`src/rtl/writeback_pkg.sv`:
```
// Shared types and constants for the writeback stage: result-source
// encodings, condition-code constants and the register/word typedefs.
package writeback_pkg;

  localparam int WORD_W  = 16;
  localparam int REG_NUM = 8;

  typedef logic [WORD_W-1:0] word_t;
  typedef logic [2:0]        reg_addr_t;

  typedef enum logic [1:0] {
    WB_ALU = 2'd0,
    WB_MEM = 2'd1,
    WB_PC  = 2'd2,
    WB_NPC = 2'd3
  } wb_sel_e;

  localparam logic [2:0] PSR_N = 3'b100;
  localparam logic [2:0] PSR_Z = 3'b010;
  localparam logic [2:0] PSR_P = 3'b001;

  // Condition codes of a committed word: sign bit first, then zero, else positive.
  function automatic logic [2:0] cond_codes(input word_t value);
    if (value[WORD_W-1])
      return PSR_N;
    else if (value == '0)
      return PSR_Z;
    else
      return PSR_P;
  endfunction

endpackage

```
`src/rtl/writeback_regfile.sv`:
```
// 8 x 16-bit register file: one synchronous write port, two combinational
// read ports, synchronous active-low clear of every entry. No register is
// hardwired, so R0 and R7 behave like the others.
module writeback_regfile
  import writeback_pkg::*;
(
  input  logic      clock,
  input  logic      reset,
  input  logic      we,
  input  reg_addr_t waddr,
  input  word_t     wdata,
  input  reg_addr_t raddr1,
  input  reg_addr_t raddr2,
  output word_t     rdata1,
  output word_t     rdata2
);

  word_t regs_q [REG_NUM];
  word_t regs_d [REG_NUM];

  // Next-state of the array: only the addressed entry changes on a write.
  always_comb begin
    regs_d = regs_q;
    if (we)
      regs_d[waddr] = wdata;
  end

  // Register array update; reset clears everything and discards the write.
  always_ff @(posedge clock) begin
    if (!reset)
      regs_q <= '{default: '0};
    else
      regs_q <= regs_d;
  end

  assign rdata1 = regs_q[raddr1];
  assign rdata2 = regs_q[raddr2];

endmodule

```
`src/rtl/writeback.sv`:
```
// Writeback stage: selects the result to commit, writes it into the
// register file and updates the {N,Z,P} condition codes in psr.
// Optional macro WRITEBACK_BYPASS_EN makes the read ports write-through
// for a register being written in the same cycle.
module writeback
  import writeback_pkg::*;
(
  input  logic        clock,
  input  logic        reset,
  input  logic        enable_writeback,
  input  logic [1:0]  W_control_in,
  input  logic [15:0] aluout,
  input  logic [15:0] memout,
  input  logic [15:0] pcout,
  input  logic [15:0] npc,
  input  logic [2:0]  sr1,
  input  logic [2:0]  sr2,
  input  logic [2:0]  dr,
  output logic [15:0] VSR1,
  output logic [15:0] VSR2,
  output logic [2:0]  psr
);

  word_t      dr_in;
  word_t      rf_rd1;
  word_t      rf_rd2;
  logic [2:0] psr_d;
  logic [2:0] psr_q;

  // Result-source mux feeding the register-file write port.
  always_comb begin
    dr_in = aluout;
    case (wb_sel_e'(W_control_in))
      WB_ALU:  dr_in = aluout;
      WB_MEM:  dr_in = memout;
      WB_PC:   dr_in = pcout;
      default: dr_in = npc;
    endcase
  end

  writeback_regfile u_regfile (
    .clock  (clock),
    .reset  (reset),
    .we     (enable_writeback),
    .waddr  (dr),
    .wdata  (dr_in),
    .raddr1 (sr1),
    .raddr2 (sr2),
    .rdata1 (rf_rd1),
    .rdata2 (rf_rd2)
  );

  // Condition codes follow every committed write and hold otherwise.
  always_comb begin
    psr_d = psr_q;
    if (enable_writeback)
      psr_d = cond_codes(dr_in);
  end

  // psr register; clears to 3'b000 (not a valid code) until the first write.
  always_ff @(posedge clock) begin
    if (!reset)
      psr_q <= 3'b000;
    else
      psr_q <= psr_d;
  end

  assign psr = psr_q;

`ifdef WRITEBACK_BYPASS_EN
  // Write-through read ports; a reset in progress blocks the forward.
  always_comb begin
    VSR1 = rf_rd1;
    VSR2 = rf_rd2;
    if (reset && enable_writeback && (sr1 == dr))
      VSR1 = dr_in;
    if (reset && enable_writeback && (sr2 == dr))
      VSR2 = dr_in;
  end
`else
  // Plain read ports: a write becomes visible only after its edge.
  always_comb begin
    VSR1 = rf_rd1;
    VSR2 = rf_rd2;
  end
`endif

endmodule
```
`config.mk`:
```
export PLATFORM = sky130hd
export DESIGN_NAME = writeback
export DESIGN_NICKNAME = d
export VERILOG_FILES = /design/src/rtl/writeback_pkg.sv /design/src/rtl/writeback_regfile.sv /design/src/rtl/writeback.sv
export SDC_FILE = /design/constraint.sdc
export NUM_CORES = 1
export LEC_CHECK = 0
export ABC_AREA = 1
export BUFFER_PORTS_ARGS = -buffer_cell sky130_fd_sc_hd__buf_2
export CORE_ASPECT_RATIO = 1.2
export CORE_UTILIZATION = 42
export CTS_BUF_LIST = sky130_fd_sc_hd__clkbuf_2
export DETAILED_ROUTE_END_ITERATION = 16
export GPL_ROUTABILITY_DRIVEN = 0
export HOLD_SLACK_MARGIN = 0.12
export PLACE_DENSITY = 0.68
export SYNTH_ARGS = -nofsm -noshare
export SYNTH_HDL_FRONTEND = slang
export SYNTH_SLANG_ARGS = --single-unit
```
`constraint.sdc`:
```
create_clock -name clock -period 1.85 [get_ports clock]
set_input_delay 0.555 -clock clock [delete_from_list [all_inputs] [get_ports clock]]
set_output_delay 0.555 -clock clock [all_outputs]
set_load 0.05 [all_outputs]
```
==> impl_metrics.yaml <==
status:
  status: "complete, but fails checks"
  violations: "negative setup slack"
die:
  die-area_sq_um: 17000
  pin_count: 113
  die_width_um: 119
  start_util: 0.436
  num_rows: 50
  design.core.area_sq_um: 15800
  die_h_um: 142
setup_path:
  critPathMaxStageDelay_ps: 380
  crit_top_cell: "o21ai_1"
  setup.worst_path.start_class: "flip-flop"
  crit_path_cell_trace: "inv_2, a21oi_2, o21ai_1, o21ai_1, nor2_2, a31oi_4, buf_6"
  cpLargestDelayFamily: "compound AO/OA/AOI/OAI gates"
  end_kind: "output port"
  cp.arrival_ps: 1850
  crit_path_top_delay_cell: "dfxtp_2"
  crit_type: "flip-flop to output port"
  worstPathMaxFanout: 2
  crit_buf_inv: 2
  crit_required_ps: 1290
synth:
  synth_seq_area_share: 0.380
  synthTopCellsByArea: "dfxtp_1 (38%), o21ai_0 (19%), a21oi_1 (14%)"
  avgSynthCellArea_sq_um: 6.71
  synth_top_area_frac: 0.380
  syn-cell-area_sq_um: 6900
  synth_cells: 1028
  syn_nets: 1106
  yosysWarnings: 0
  synth_top_area_cell: "dfxtp_1"
  synth_cell_type_count: 18
  ys_seq_elements: 131
clocking:
  clock_latency_ps: 680
  clkSinkCount: 131
  path_clk_slew_ps: 200
  cts_max_level: 4
  cts_tree: "yes"
  cts_setup_buffers: 0
  cts-root-buf: "clkbuf_2"
  cts_buffer_depth: 2
  cts_buffers: 17
cells_and_area:
  final_area_sq_um: 9610
  area_growth_syn_to_layout_pct: 39.2
  finish.utilization: 0.607
  drive_gt1_frac: 0.339
  num-nets-final: 1220
  multi_input_area_sq_um: 4390
  finalNonFillerCells: 1364
  ff_latch_area_sq_um: 2660
  nFillCells: 1438
routing:
  postRouteAntennaNets: 0
  totalWireLength_um: 22000
  post_drt_wl_per_cell_um: 16.1
  firstDrtPassIters: 5
  drt-vias-per-instance: 5.58
  vias: 7610
  drtIter0Drc: 617
  drc_errors: 0
grt:
  antenna_found_initial: 1
  grtUsageTotal: 0.265
  grt_pass1_vias: 7106
  grt_pass1_wl_um: 35700
  grt_max_degree: 131
  overflow: 0
sta:
  fin_crit_ps: 2410
  timing.hold.ws_ps: 364
  fin_setup_tns_ps: -15270
  fin_ws_ps: -556
  tightest_slew_ps: 488
  setup_viol_count_final: 32
  post-route-period-util: 1.30
  hold_viol: 0
  rsz0062_at_grt: "yes"
  clock.fmax_mhz: 416
  maxSlewHeadroom: 0.674
  slew_violations: 0
  fin_worst_skew_ps: 0
placement:
  portBuffers: 112
  hpwl_um: 15000
  dp.cells: 1331
  place_area_sq_um: 8940
  post-place-ws_ps: -497
power_and_ir_drop:
  ir_drop_mv: 0.386
  report.power.total_mw: 6.74
  power.density_nw_per_um2: 702
  p_leak_nw: 3.63
min_path:
  hold_class: "primary input to flip-flop"
run:
  maxCapViolCount: 0
-- sequential cells by signal, indices dropped and copies added, names as in the netlist --
register	flops
psr	3
u_regfile.regs_q	128
-- repair_timing --
action                                  CTS  global route
hold endpoints to repair                  0             1
pin swaps                                35            15
endpoints found under the setup margin   35            35
hold buffers                              0             1
gates resized for setup                 143            31
-- layout make-up --
type                            count  share of cell area
Tap cell                          208              0.0271
Timing Repair Buffer              188               0.184
Inverter                           75              0.0293
Sequential cell                   131               0.276
Multi-Input combinational cell    729               0.457
Clock buffer                       18             0.00937
Antenna cell                        1            0.000260
Clock inverter                     14              0.0171
-- synth_stat cells --
cell type  number
o21ai_0       257
a21oi_1       194
dfxtp_1       131
nor2_1         80
inv_1          71
nand2_1        70
clkbuf_1       60
nand3_1        41
a31oi_1        32
o211ai_1       32
buf_2          22
nand4_1        16
buf_1           9
nor2_2          5
inv_2           4
buf_4           2
nor2_4          1
or2_1           1
-- cells in the final DEF, fill, tap and decap left out, types with 18 or more instances in the layout --
cell and count:
a21oi_1 153, a21oi_2 41, a31oi_4 32, buf_12 32, buf_2 75, buf_4 45
buf_6 32, clkbuf_2 18, dfxtp_1 105, dfxtp_2 26, inv_1 53, inv_2 22
nand2_1 70, nand3_1 41, nor2_1 47, nor2_2 38, o211ai_1 32, o21ai_0 161
o21ai_1 81
-- worst register-to-register path, delay by kind of cell, from the launching register on --
| family | cells | cell delay (ps) |
|---|---|---|
| flops | 1 | 400 |
| compound gates | 2 | 310 |
-- power by group --
group          switching (mW)  total (mW)  internal (mW)
logic                    1.16        1.89          0.736
clock network            1.10        1.85          0.748
registers              0.0685        3.00           2.93
-- cell families (layout without fill, tap and decap cells) --
logic type             count (synthesis)  after routing  share of synthesized area
buffers and inverters                168            295                     0.0964
AND/OR/NAND/NOR                      214            214                      0.133
other                                  0              1                          0
AO/OA/AOI/OAI                        515            515                      0.391
flip-flops                           131            131                      0.380
-- path summary, 6_finish.rpt --
| check | startpoint | end | slack (ps) | depth (start not counted) |
|---|---|---|---|---|
| worst max-delay path | u_regfile.regs_q[34]$_SDFFE_PN0P_ | VSR1[2] | -560 | 7 |
| worst min register to register | psr[1]$_SDFFE_PN0P_ | psr[1]$_SDFFE_PN0P_ | 500 | 2 |
| worst max register to register | u_regfile.regs_q[95]$_SDFFE_PN0P_ | u_regfile.regs_q[95]$_SDFFE_PN0P_ | 1090 | 2 |
| worst min-delay path | aluout[1] | psr[1]$_SDFFE_PN0P_ | 360 | 8 |
-- layer usage --
metal	vias up	part of all wire	GRT usage
met5	-	0	0
met4	0	0.022	0.104
met3	31	0.050	0.0425
met2	246	0.49	0.459
met1	3485	0.43	0.328
li1	3848	-	-
Note: power is estimated with default switching activity, not from simulation.
